`src/rtl/axil_ram_loader.sv`:
```
// axil_ram_loader: AXI4-Lite write-only master that packs an incoming byte
// stream little-endian into DATA_WIDTH words and writes them one at a time.
//
// Handshake rule used on every channel here: a transfer happens on a rising
// clk edge where valid && ready are both high. A valid, once raised, is held
// with its payload stable until that edge. No ready or valid output depends
// combinationally on any input.
module axil_ram_loader #(
  parameter int DATA_WIDTH = 32,
  parameter int ADDR_WIDTH = 16,
  parameter int STRB_WIDTH = DATA_WIDTH / 8,
  parameter int LEN_WIDTH  = 16
) (
  input  logic                  clk,
  input  logic                  rst_n,
  input  logic                  start,
  input  logic [ADDR_WIDTH-1:0] base_addr,
  input  logic [LEN_WIDTH-1:0]  length,
  output logic                  busy,
  output logic                  done,
  output logic                  error,
  input  logic [7:0]            s_tdata,
  input  logic                  s_tvalid,
  output logic                  s_tready,
  output logic [ADDR_WIDTH-1:0] m_axil_awaddr,
  output logic [2:0]            m_axil_awprot,
  output logic                  m_axil_awvalid,
  input  logic                  m_axil_awready,
  output logic [DATA_WIDTH-1:0] m_axil_wdata,
  output logic [STRB_WIDTH-1:0] m_axil_wstrb,
  output logic                  m_axil_wvalid,
  input  logic                  m_axil_wready,
  input  logic [1:0]            m_axil_bresp,
  input  logic                  m_axil_bvalid,
  output logic                  m_axil_bready,
  output logic [2:0]            dbg_state
);

  localparam int LANE_W = (STRB_WIDTH > 1) ? $clog2(STRB_WIDTH) : 1;
  localparam logic [LANE_W-1:0]     LAST_LANE  = LANE_W'(STRB_WIDTH - 1);
  localparam logic [ADDR_WIDTH-1:0] ALIGN_MASK = ~ADDR_WIDTH'(STRB_WIDTH - 1);
  localparam logic [ADDR_WIDTH-1:0] ADDR_STEP  = ADDR_WIDTH'(STRB_WIDTH);

  localparam logic [2:0] S_IDLE    = 3'd0;
  localparam logic [2:0] S_COLLECT = 3'd1;
  localparam logic [2:0] S_WRITE   = 3'd2;
  localparam logic [2:0] S_RESP    = 3'd3;
  localparam logic [2:0] S_DONE    = 3'd4;

  logic [2:0]            state;
  logic [ADDR_WIDTH-1:0] addr_q;
  logic [LEN_WIDTH-1:0]  remaining;
  logic [LANE_W-1:0]     lane;

  // Handshake-completion terms for the write phase: a channel counts as
  // finished if it already completed earlier or completes on this edge.
  logic aw_fin, w_fin;
  assign aw_fin = !m_axil_awvalid || m_axil_awready;
  assign w_fin  = !m_axil_wvalid  || m_axil_wready;

  // Status and ready outputs are pure state decodes, so they follow the
  // asynchronous reset immediately and never depend on inputs.
  assign s_tready      = (state == S_COLLECT);
  assign m_axil_bready = (state == S_RESP);
  assign busy          = (state == S_COLLECT) || (state == S_WRITE) || (state == S_RESP);
  assign done          = (state == S_DONE);
  assign m_axil_awaddr = addr_q;
  assign m_axil_awprot = 3'b000;
  assign dbg_state     = state;

  // Main load sequencer: collects bytes into a word, writes it, waits for B.
  always_ff @(posedge clk or negedge rst_n) begin
    if (!rst_n) begin
      state          <= S_IDLE;
      addr_q         <= '0;
      remaining      <= '0;
      lane           <= '0;
      error          <= 1'b0;
      m_axil_wdata   <= '0;
      m_axil_wstrb   <= '0;
      m_axil_awvalid <= 1'b0;
      m_axil_wvalid  <= 1'b0;
    end else begin
      case (state)
        S_IDLE: begin
          if (start) begin
            addr_q       <= base_addr & ALIGN_MASK;
            remaining    <= length;
            error        <= 1'b0;
            lane         <= '0;
            m_axil_wdata <= '0;
            m_axil_wstrb <= '0;
            state        <= (length == '0) ? S_DONE : S_COLLECT;
          end
        end
        S_COLLECT: begin
          if (s_tvalid) begin
            m_axil_wdata[8*lane +: 8] <= s_tdata;
            m_axil_wstrb[lane]        <= 1'b1;
            remaining                 <= remaining - 1'b1;
            lane                      <= lane + 1'b1;
            // Word is full or the stream is exhausted: launch the write.
            if ((lane == LAST_LANE) || (remaining == LEN_WIDTH'(1))) begin
              state          <= S_WRITE;
              m_axil_awvalid <= 1'b1;
              m_axil_wvalid  <= 1'b1;
            end
          end
        end
        S_WRITE: begin
          if (m_axil_awvalid && m_axil_awready) m_axil_awvalid <= 1'b0;
          if (m_axil_wvalid && m_axil_wready)   m_axil_wvalid  <= 1'b0;
          if (aw_fin && w_fin) state <= S_RESP;
        end
        S_RESP: begin
          if (m_axil_bvalid) begin
            if (m_axil_bresp != 2'b00) error <= 1'b1;
            addr_q <= addr_q + ADDR_STEP;
            if (remaining != '0) begin
              state        <= S_COLLECT;
              lane         <= '0;
              m_axil_wdata <= '0;
              m_axil_wstrb <= '0;
            end else begin
              state <= S_DONE;
            end
          end
        end
        S_DONE: begin
          state <= S_IDLE;
        end
        default: begin
          state <= S_IDLE;
        end
      endcase
    end
  end

endmodule

```
`config.mk`:
```
export PLATFORM = sky130hd
export DESIGN_NAME = axil_ram_loader
export DESIGN_NICKNAME = d
export VERILOG_FILES = /design/src/rtl/axil_ram_loader.sv
export SDC_FILE = /design/constraint.sdc
export NUM_CORES = 1
export LEC_CHECK = 0
export CAP_MARGIN = 10
export CORE_UTILIZATION = 52
export CTS_CLUSTER_DIAMETER = 60
export DETAILED_ROUTE_END_ITERATION = 12
export MAX_ROUTING_LAYER = met4
export PLACE_DENSITY = 0.86
export RECOVER_POWER = 100
export SYNTH_ARGS = -nofsm -noshare
export SYNTH_HDL_FRONTEND = slang
export SYNTH_SLANG_ARGS = --single-unit
```
`constraint.sdc`:
```
create_clock -name clk -period 4.45 [get_ports clk]
set_input_delay 0.89 -clock clk [delete_from_list [all_inputs] [get_ports clk]]
set_output_delay 0.89 -clock clk [all_outputs]
set_load 0.005 [all_outputs]
```
==> results.py, run 1 <==
metrics = {
    "route": {
        "ant_nets": 0,
        "routed_wl_um": 10400,
        "routed_via_density": 5.92,
        "vias": 3773,
        "drt-initial-drc-count": 268,
        "wl_per_cell_um": 16.3,
        "dr.pass1.iters": 4,
        "drcViolationCount": 0,
    },
    "layout": {
        "layout.nets": 590,
        "antenna_cells": 0,
        "final_cell_mix": "dfrtp_1, dlygate4sd3_1, nand2_1, o21ai_0, clkdlybuf4s50_1",
        "final_area_um2": 5230,
        "final_common_cell": "dfrtp_1",
        "syn2layout_area_growth_pct": 31.8,
        "drive_gt1_share_pct": 5.58,
    },
    "timing": {
        "worst_pin_slew_ps": 2280,
        "hold_slack_ps": 492,
        "fmax_mhz": 282,
        "finalSetupTns_ps": 0,
        "period_needed_ps": 3550,
        "finalClockSkew_ps": 8.79,
        "rsz0062_at_grt": "false",
        "setup_viol": 0,
        "fin_crit_sh_pct": 79.8,
        "setup_slack_ps": 901,
        "slew_headroom_pct": -52.3,
        "finalHoldViolations": 0,
        "drv_slew": 43,
    },
    "power": {
        "power_density_nw_per_um2": 596,
        "ir_drop_v": 0.000458,
        "p_leak_nw": 2.29,
        "total_power_mw": 3.12,
    },
    "grt": {
        "grt_use_total_pct": 28.2,
        "grt_max_degree": 43,
        "grt_pass1_wl_um": 16600,
        "grt_remaining_overflow": 0,
        "grt_pass1_vias": 3496,
        "antenna_found_initial": 0,
    },
    "floorplan": {
        "core_um2": 7330,
        "fp.dieW_um": 89.3,
        "die-height_um": 89.3,
        "placementRows": 31,
        "start_util_pct": 54.1,
        "dieArea_um2": 7980,
        "io_pins": 114,
    },
    "clock_tree": {
        "cts_setup_buffers": 0,
        "hold_buffers": 0,
        "clockRootBuffer": "clkbuf_8",
        "cts-buffers-inserted": 9,
        "path_clk_slew_ps": 80,
        "cts_tree": "yes",
        "post_cts_resized": 0,
        "cts.path.max_buffers": 2,
        "cts.sinks": 74,
        "clock_latency_ps": 350,
        "htree_levels": 3,
    },
    "worst_setup_path": {
        "critPathKind": "register to register",
        "critPathArrivalTime_ps": 3780,
        "required_ps": 4680,
        "crit_path_end_kind": "register",
        "crit_buf_inv": 2,
        "critPathLaunchType": "register",
        "slowest_delay_ps": 950,
        "slowest_stage": "clkbuf_1",
        "path_max_fanout": 31,
        "critical_path.cell_chain": "or3b_1 -> inv_1 -> clkbuf_1 -> a32oi_1 -> nor4b_1 -> or3_1",
        "cp_top_family": "simple AND/OR/NAND/NOR gates",
        "reg2reg_slack_ps": 900,
    },
    "synth": {
        "synth.avg_cell_area_um2": 9.16,
        "ys_warn_count": 0,
        "syn_area_um2": 3970,
        "yosysSeqAreaShare_pct": 46.7,
        "synth_cells": 433,
        "async_reset_ff_share_pct": 100,
        "synth.distinct_cells": 61,
        "yosys_most_used_dff": "dfrtp_1",
        "synth_seq_cells": 74,
        "synth_edf_count": 0,
    },
    "worst_hold_path": {
        "hold_path.class": "register to register",
    },
    "place": {
        "place_ws_ps": 1200,
        "place_hpwl_um": 7490,
        "gp_congestion": 0.883,
        "dpl_cell_area_um2": 5060,
        "portBuffers": 106,
    },
    "run": {
        "maxCapViolCount": 1,
    },
    "status": {
        "failed_checks": "max-capacitance violations, max-slew violations",
        "status": "finished with violations",
    },
}
## routing by layer
layer  vias to the layer above  GRT usage (%)  share of wire [%]
met2                       123           45.4                 50
met1                      1847           36.3                 44
met5                         -              -                  0
met3                        15           4.52                4.7
li1                       1788              -                  -
met4                         0           10.1                1.5
## flip-flops by register name, indices dropped and copies added, names as in the netlist, 2 cells and up
register,count
m_axil_awaddr,14
lane,2
remaining,16
m_axil_wdata,32
m_axil_wstrb,4
dbg_state,3
## kinds of logic after synthesis
group	Yosys count	share of synthesized area [%]
simple gates	157	19.8
mux	3	0.883
flops	74	46.7
compound gates	152	25.5
buf+inv	38	4.51
fa+ha+maj	8	2.52
other cells	1	0.0946
## path summary, 6_finish.rpt
kind / from / to / cells after the start
setup / recovery: dbg_state[0] / dbg_state[0] / 6
hold / removal: error / error / 2
setup reg to reg: dbg_state[0] / dbg_state[0] / 6
hold reg to reg: error / error / 2
max in group asynchronous: rst_n / m_axil_awaddr[3] / 2
min in group asynchronous: rst_n / remaining[7] / 1
## where the power goes
| part | switching [mW] | internal (mW) |
|---|---|---|
| combinational | 0.789 | 0.630 |
| sequential | 0.246 | 0.898 |
| clock | 0.285 | 0.271 |
## stage by stage
stage               util [%]  std cells
finish                  71.3        637
global route            71.3        637
CTS                     71.9        637
detailed placement      69.0        621
global placement        69.0        621
floorplan                  -        437
## cell usage after synthesis (all sizes together) (4+ instances only)
library cell,number,area share [%]
nor4,6,1.3
o21ai,43,6.0
nand3,16,2.0
clkbuf,9,0.85
ha,8,2.5
a22o,21,4.6
nor3,13,1.8
a2bb2oi,6,1.3
buf,16,2.4
a31oi,5,0.79
nor2,36,3.4
a21oi,38,4.9
and3,6,0.95
o22ai,12,2.1
nand4,7,1.1
inv,13,1.2
dfrtp,74,47
o22a,4,0.88
nand2,53,5.1
## worst reg2reg max path, delay by kind of cell (launching register included)
| kind | cells | cell delay (ps) |
|---|---|---|
| AOI/OAI and AO/OA | 1 | 280 |
| buffers and inverters | 2 | 1170 |
| DFF | 1 | 640 |
| and+or+nand+nor | 3 | 1350 |
## layout make-up
class / count / area, um2
flip-flops and latches: 74 / 1850
fillers: 562 / 2100
clock inverters: 7 / 86.3
multi-input cells: 325 / 1910
clock buffers: 9 / 124
repair buffers: 110 / 1080
inverters: 13 / 48.8
well taps: 99 / 124
Power figures use the tool's default switching activity.
==> run 2: changes to the inputs <==
--- a/config.mk
+++ b/config.mk
@@ -6,11 +6,11 @@
 export NUM_CORES = 1
 export LEC_CHECK = 0
 export CAP_MARGIN = 10
-export CORE_UTILIZATION = 52
+export CORE_UTILIZATION = 43
 export CTS_CLUSTER_DIAMETER = 60
 export DETAILED_ROUTE_END_ITERATION = 12
 export MAX_ROUTING_LAYER = met4
-export PLACE_DENSITY = 0.86
+export PLACE_DENSITY = 0.76
 export RECOVER_POWER = 100
 export SYNTH_ARGS = -nofsm -noshare
 export SYNTH_HDL_FRONTEND = slang
==> constraint.sdc (replaced) <==
create_clock -name clk -period 3.2 [get_ports clk]
set_input_delay 0.64 -clock clk [delete_from_list [all_inputs] [get_ports clk]]
set_output_delay 0.64 -clock clk [all_outputs]
set_load 0.005 [all_outputs]
==> run 2 against run 1 <==
Compared with the run above:
- the run ends with design-rule violations, max-capacitance violations, max-slew violations left
- non-clock buffer count rose by 5
- first-iteration DRC count fell by 9.3%
- sequential share of layout area fell by 0.44 points
- setup slack got worse by 560 ps
- sequential power rose by 40%
- critical path depth fell by 2
- final area rose by 1.2%
- worst hold slack got worse by 4.6 ps
- final cell count rose by 2.2%
==> results.py, run 2 (synthesis results as in run 1) <==
metrics = {
    "status": {
        "status": "finished with violations",
        "failed_checks": "design-rule violations, max-capacitance violations, max-slew violations",
    },
    "floorplan": {
        "start_util_pct": 45.0,
        "placementRows": 34,
        "die-height_um": 98.0,
        "core_um2": 8810,
        "io_pins": 114,
        "fp.dieW_um": 98.0,
        "dieArea_um2": 9610,
    },
    "worst_setup_path": {
        "critPathArrivalTime_ps": 2220,
        "critical_path.cell_chain": "and2b_1 -> nand2_1 -> inv_1 -> clkdlybuf4s50_1",
        "crit_path_end_kind": "output port",
        "critPathKind": "register to output port",
        "path_max_fanout": 17,
        "slowest_stage": "dfrtp_1",
        "critPathLaunchType": "register",
        "reg2reg_to": "m_axil_awaddr[5]",
        "slowest_delay_ps": 650,
        "rr_worst_depth": 8,
        "regToRegStartpoint": "dbg_state[0]",
        "startpoint": "dbg_state[0]",
        "required_ps": 2560,
        "reg2reg_slack_ps": 420,
    },
    "timing": {
        "finalHoldViolations": 0,
        "setup_viol": 0,
        "period_needed_ps": 2860,
        "hold_slack_ps": 487,
        "fin_crit_sh_pct": 89.4,
        "rsz0062_at_grt": "false",
        "finalClockSkew_ps": 16.1,
        "finalSetupTns_ps": 0,
        "worst_pin_slew_ps": 2000,
        "fmax_mhz": 350,
        "setup_slack_ps": 339,
        "drv_slew": 36,
        "slew_headroom_pct": -33.1,
    },
    "layout": {
        "nFillCells": 777,
        "final_common_cell": "dfrtp_1",
        "antenna_cells": 0,
        "syn2layout_area_growth_pct": 33.5,
        "largest_reg_flops": 32,
        "drive_gt1_share_pct": 6.63,
        "regMostFlops": "m_axil_wdata",
        "final_cell_mix": "dfrtp_1, dlygate4sd3_1, nand2_1, clkdlybuf4s50_1, o21ai_0",
        "layout.nets": 595,
    },
    "power": {
        "p_leak_nw": 2.30,
        "power_frac_clock_pct": 17.7,
        "ir_drop_v": 0.000430,
        "power_density_nw_per_um2": 828,
        "intPower_mw": 2.54,
        "swShare_pct": 42.1,
        "p_seq_share_pct": 36.5,
        "total_power_mw": 4.38,
        "power_frac_comb_pct": 45.8,
        "switching_power_mw": 1.85,
    },
    "route": {
        "drt-initial-drc-count": 243,
        "dr.pass1.iters": 9,
        "ant_nets": 0,
        "drcViolationCount": 8,
        "wl_per_cell_um": 16.2,
        "routed_via_density": 5.69,
        "vias": 3704,
        "routed_wl_um": 10500,
    },
    "grt": {
        "grt_pass1_wl_um": 17700,
        "grt_pass1_vias": 3599,
        "grt_remaining_overflow": 0,
        "antenna_found_initial": 0,
        "grt_max_degree": 40,
        "grt_use_total_pct": 23.7,
    },
    "clock_tree": {
        "cts-buffers-inserted": 9,
        "cts.sinks": 74,
        "htree_levels": 3,
        "hold_buffers": 0,
        "post_cts_resized": 0,
        "clock_latency_ps": 360,
        "cts_setup_buffers": 0,
        "clockRootBuffer": "clkbuf_8",
        "path_clk_slew_ps": 80,
        "cts_tree": "yes",
        "cts.path.max_buffers": 2,
    },
    "worst_hold_path": {
        "hold_depth": 1,
        "hold_end": "m_axil_wdata[11]",
        "min_from": "m_axil_wdata[11]",
        "hold_path.class": "register to register",
    },
    "place": {
        "portBuffers": 106,
        "gp_congestion": 0.865,
        "place_hpwl_um": 7730,
        "place_ws_ps": 466,
    },
    "run": {
        "maxCapViolCount": 1,
    },
}
run 2: worst max path at each step:
stage,endpoint,slack [ps]
3_3_place_gp,m_axil_wdata[3],510
5_1_grt,m_axil_awaddr[5],180
2_1_floorplan,m_axil_wdata[31],1160
6_report,m_axil_bready,340
4_1_cts,m_axil_bready,440
3_5_place_dp,m_axil_wdata[6],470
run 2: power groups by stage:
stage	Clock (mW)	Sequential [mW]	Combinational, mW
floorplan	0	1.54	1.32
global placement	0	1.60	2.06
detailed placement	0	1.62	2.12
CTS	0.793	1.60	2.13
global route	0.828	1.65	2.24
finish	0.778	1.60	2.01
run 2: cell type report:
| type | count | area, um2 | area share (%) |
|---|---|---|---|
| well taps | 108 | 135 | 2.55 |
| clock inverters | 7 | 85.1 | 1.61 |
| repair buffers | 115 | 1120 | 21.2 |
| multi-input cells | 325 | 1930 | 36.4 |
| flip-flops and latches | 74 | 1850 | 35.0 |
| clock buffers | 9 | 124 | 2.34 |
| inverters | 13 | 48.8 | 0.922 |
run 2: per-stage QoR:
stage,utilization (%),std cells,instance area (um2)
finish,60.1,651,5290
global route,60.1,651,5290
CTS,60.5,651,5330
detailed placement,58.2,635,5120
global placement,58.2,635,5120
floorplan,-,437,3980
run 2: per-layer routing:
layer | part of all wire, % | vias up | GRT usage, %
met2 | 48 | 120 | 37.2
met1 | 45 | 1778 | 31.6
met5 | 0 | - | -
met3 | 6.1 | 10 | 3.29
met4 | 1.1 | 0 | 7.93
li1 | - | 1796 | -
run 2: critical path, delay by kind of cell, from the launching register on:
kind | cells | cell delay (ps)
AND/OR/NAND/NOR | 2 | 420
flip-flops | 1 | 650
buffers and inverters | 2 | 810
==> run 3: changes to the inputs <==
--- a/config.mk
+++ b/config.mk
@@ -10,7 +10,7 @@
 export CTS_CLUSTER_DIAMETER = 60
 export DETAILED_ROUTE_END_ITERATION = 12
 export MAX_ROUTING_LAYER = met4
-export PLACE_DENSITY = 0.76
+export PLACE_DENSITY_LB_ADDON = 0.05
 export RECOVER_POWER = 100
 export SYNTH_ARGS = -nofsm -noshare
 export SYNTH_HDL_FRONTEND = slang
==> run 3 against run 2 <==
Compared with the run above:
- the flow still finishes with violations (design-rule violations, max-capacitance violations, max-slew violations)
- non-clock buffer count did not move
- combinational power barely moved
- flip-flop and latch count did not move
- final cell count did not move
- clock power rose by 11%
- fmax fell by 2.7%
- sequential power barely moved
- global-route usage fell by 0.10 points
- total power rose by 1.5%
- critical path type unchanged
- largest power group unchanged
==> results.py, run 3 (synthesis results as in run 1) <==
metrics = {
    "grt": {
        "grt_remaining_overflow": 0,
        "antenna_found_initial": 0,
        "grt_pass1_wl_um": 17500,
        "grt_max_degree": 75,
        "grt_use_total_pct": 23.6,
        "grt_pass1_vias": 3461,
    },
    "power": {
        "p_leak_nw": 2.31,
        "ir_drop_v": 0.000493,
        "power_density_nw_per_um2": 842,
    },
    "clock_tree": {
        "htree_levels": 3,
        "cts-buffers-inserted": 9,
        "clockRootBuffer": "clkbuf_8",
        "post_cts_resized": 0,
        "cts_tree": "yes",
        "hold_buffers": 0,
        "cts.path.max_buffers": 2,
        "path_clk_slew_ps": 90,
        "clock_latency_ps": 360,
        "cts.sinks": 74,
        "cts_setup_buffers": 0,
    },
    "worst_setup_path": {
        "critical_path.cell_chain": "and2b_1 -> nand2_1 -> inv_1 -> clkdlybuf4s50_1",
        "critPathArrivalTime_ps": 2300,
        "critPathKind": "register to output port",
        "crit_path_end_kind": "output port",
        "slowest_stage": "dfrtp_1",
        "slowest_delay_ps": 630,
        "path_max_fanout": 17,
        "critPathLaunchType": "register",
        "crit_buf_inv": 2,
        "cp_top_family": "buffers and inverters",
        "required_ps": 2560,
    },
    "layout": {
        "layout.nets": 595,
        "regMostFlops": "m_axil_wdata",
        "final_cell_mix": "dfrtp_1, dlygate4sd3_1, nand2_1, clkdlybuf4s50_1, o21ai_0",
        "drive_gt1_share_pct": 6.08,
        "final_common_cell": "dfrtp_1",
        "antenna_cells": 0,
        "largest_reg_flops": 32,
        "syn2layout_area_growth_pct": 33.3,
        "final_area_um2": 5290,
        "nFillCells": 769,
    },
    "timing": {
        "fin_crit_sh_pct": 91.9,
        "period_needed_ps": 2940,
        "worst_pin_slew_ps": 1860,
        "slew_headroom_pct": -24.1,
        "hold_slack_ps": 497,
        "finalHoldViolations": 0,
        "drv_slew": 75,
        "fmax_mhz": 340,
        "rsz0062_at_grt": "false",
        "finalSetupTns_ps": 0,
        "setup_viol": 0,
        "setup_slack_ps": 260,
        "finalClockSkew_ps": 14.3,
    },
    "floorplan": {
        "dieArea_um2": 9610,
        "die-height_um": 98.0,
        "start_util_pct": 45.0,
        "core_um2": 8810,
        "io_pins": 114,
        "fp.dieW_um": 98.0,
        "placementRows": 34,
    },
    "status": {
        "status": "finished with violations",
        "failed_checks": "design-rule violations, max-capacitance violations, max-slew violations",
    },
    "route": {
        "dr.pass1.iters": 11,
        "routed_wl_um": 10700,
        "ant_nets": 0,
        "vias": 3723,
        "routed_via_density": 5.72,
        "wl_per_cell_um": 16.5,
        "drt-initial-drc-count": 202,
        "drcViolationCount": 11,
    },
    "run": {
        "maxCapViolCount": 1,
    },
    "place": {
        "place_ws_ps": 327,
        "place_hpwl_um": 7570,
        "gp_congestion": 0.835,
        "portBuffers": 106,
        "dpl_cell_area_um2": 5110,
    },
    "worst_hold_path": {
        "hold_path.class": "register to register",
    },
}
[run 3: changes by cell type in the layout (fill, tap and decap cells not counted), moves of 2 or more]
cell,previous run,this run
clkbuf_2,0,2
or3b_1,0,2
o21ai_0,42,39
o21ai_1,0,3
[run 3: per-stage QoR]
| step | std cells | power, mW | util [%] |
|---|---|---|---|
| after floorplan | 437 | 2.86 | - |
| after global placement | 635 | 3.68 | 58.0 |
| after detailed placement | 635 | 3.74 | 58.0 |
| after CTS | 651 | 4.61 | 60.7 |
| after global routing | 651 | 4.80 | 60.0 |
| final | 651 | 4.45 | 60.0 |
[run 3: power breakdown]
part           internal, mW  total, mW  switching [mW]
clock                 0.455      0.862           0.406
sequential             1.25       1.59           0.339
combinational         0.900       2.00            1.10
[run 3: path summary, 6_finish.rpt]
path / startpoint / slack (ps) / cells past startpoint / to
min in group asynchronous: rst_n / 760 / 1 / m_axil_awaddr[8]
setup reg to reg: dbg_state[0] / 380 / 7 / m_axil_wdata[31]
setup / recovery: dbg_state[0] / 260 / 4 / m_axil_bready
hold reg to reg: m_axil_wdata[27] / 500 / 1 / m_axil_wdata[27]
hold / removal: m_axil_wdata[27] / 500 / 1 / m_axil_wdata[27]
max in group asynchronous: rst_n / 1310 / 1 / remaining[11]
[run 3: worst reg2reg max path: cells and delay by family (launching register included)]
family          cells  cell delay (ps)
compound gates      2              770
flops               1              630
mux                 1              410
buf+inv             1              340
simple gates        3              580
[run 3: layout make-up]
class | count | area, um2 | share of cell area [%]
well taps | 108 | 135 | 2.56
multi-input cells | 325 | 1910 | 36.2
repair buffers | 115 | 1110 | 20.9
clock buffers | 9 | 124 | 2.34
clock inverters | 7 | 108 | 2.04
flip-flops and latches | 74 | 1850 | 35.0
inverters | 13 | 48.8 | 0.923
[run 3: layer usage]
| layer | GRT usage (%) | vias up | wire, um |
|---|---|---|---|
| li1 | - | 1796 | - |
| met1 | 32.0 | 1839 | 5210 |
| met2 | 36.7 | 78 | 5030 |
| met3 | 3.22 | 10 | 400 |
| met4 | 7.34 | 0 | 103 |
| met5 | - | - | 0 |
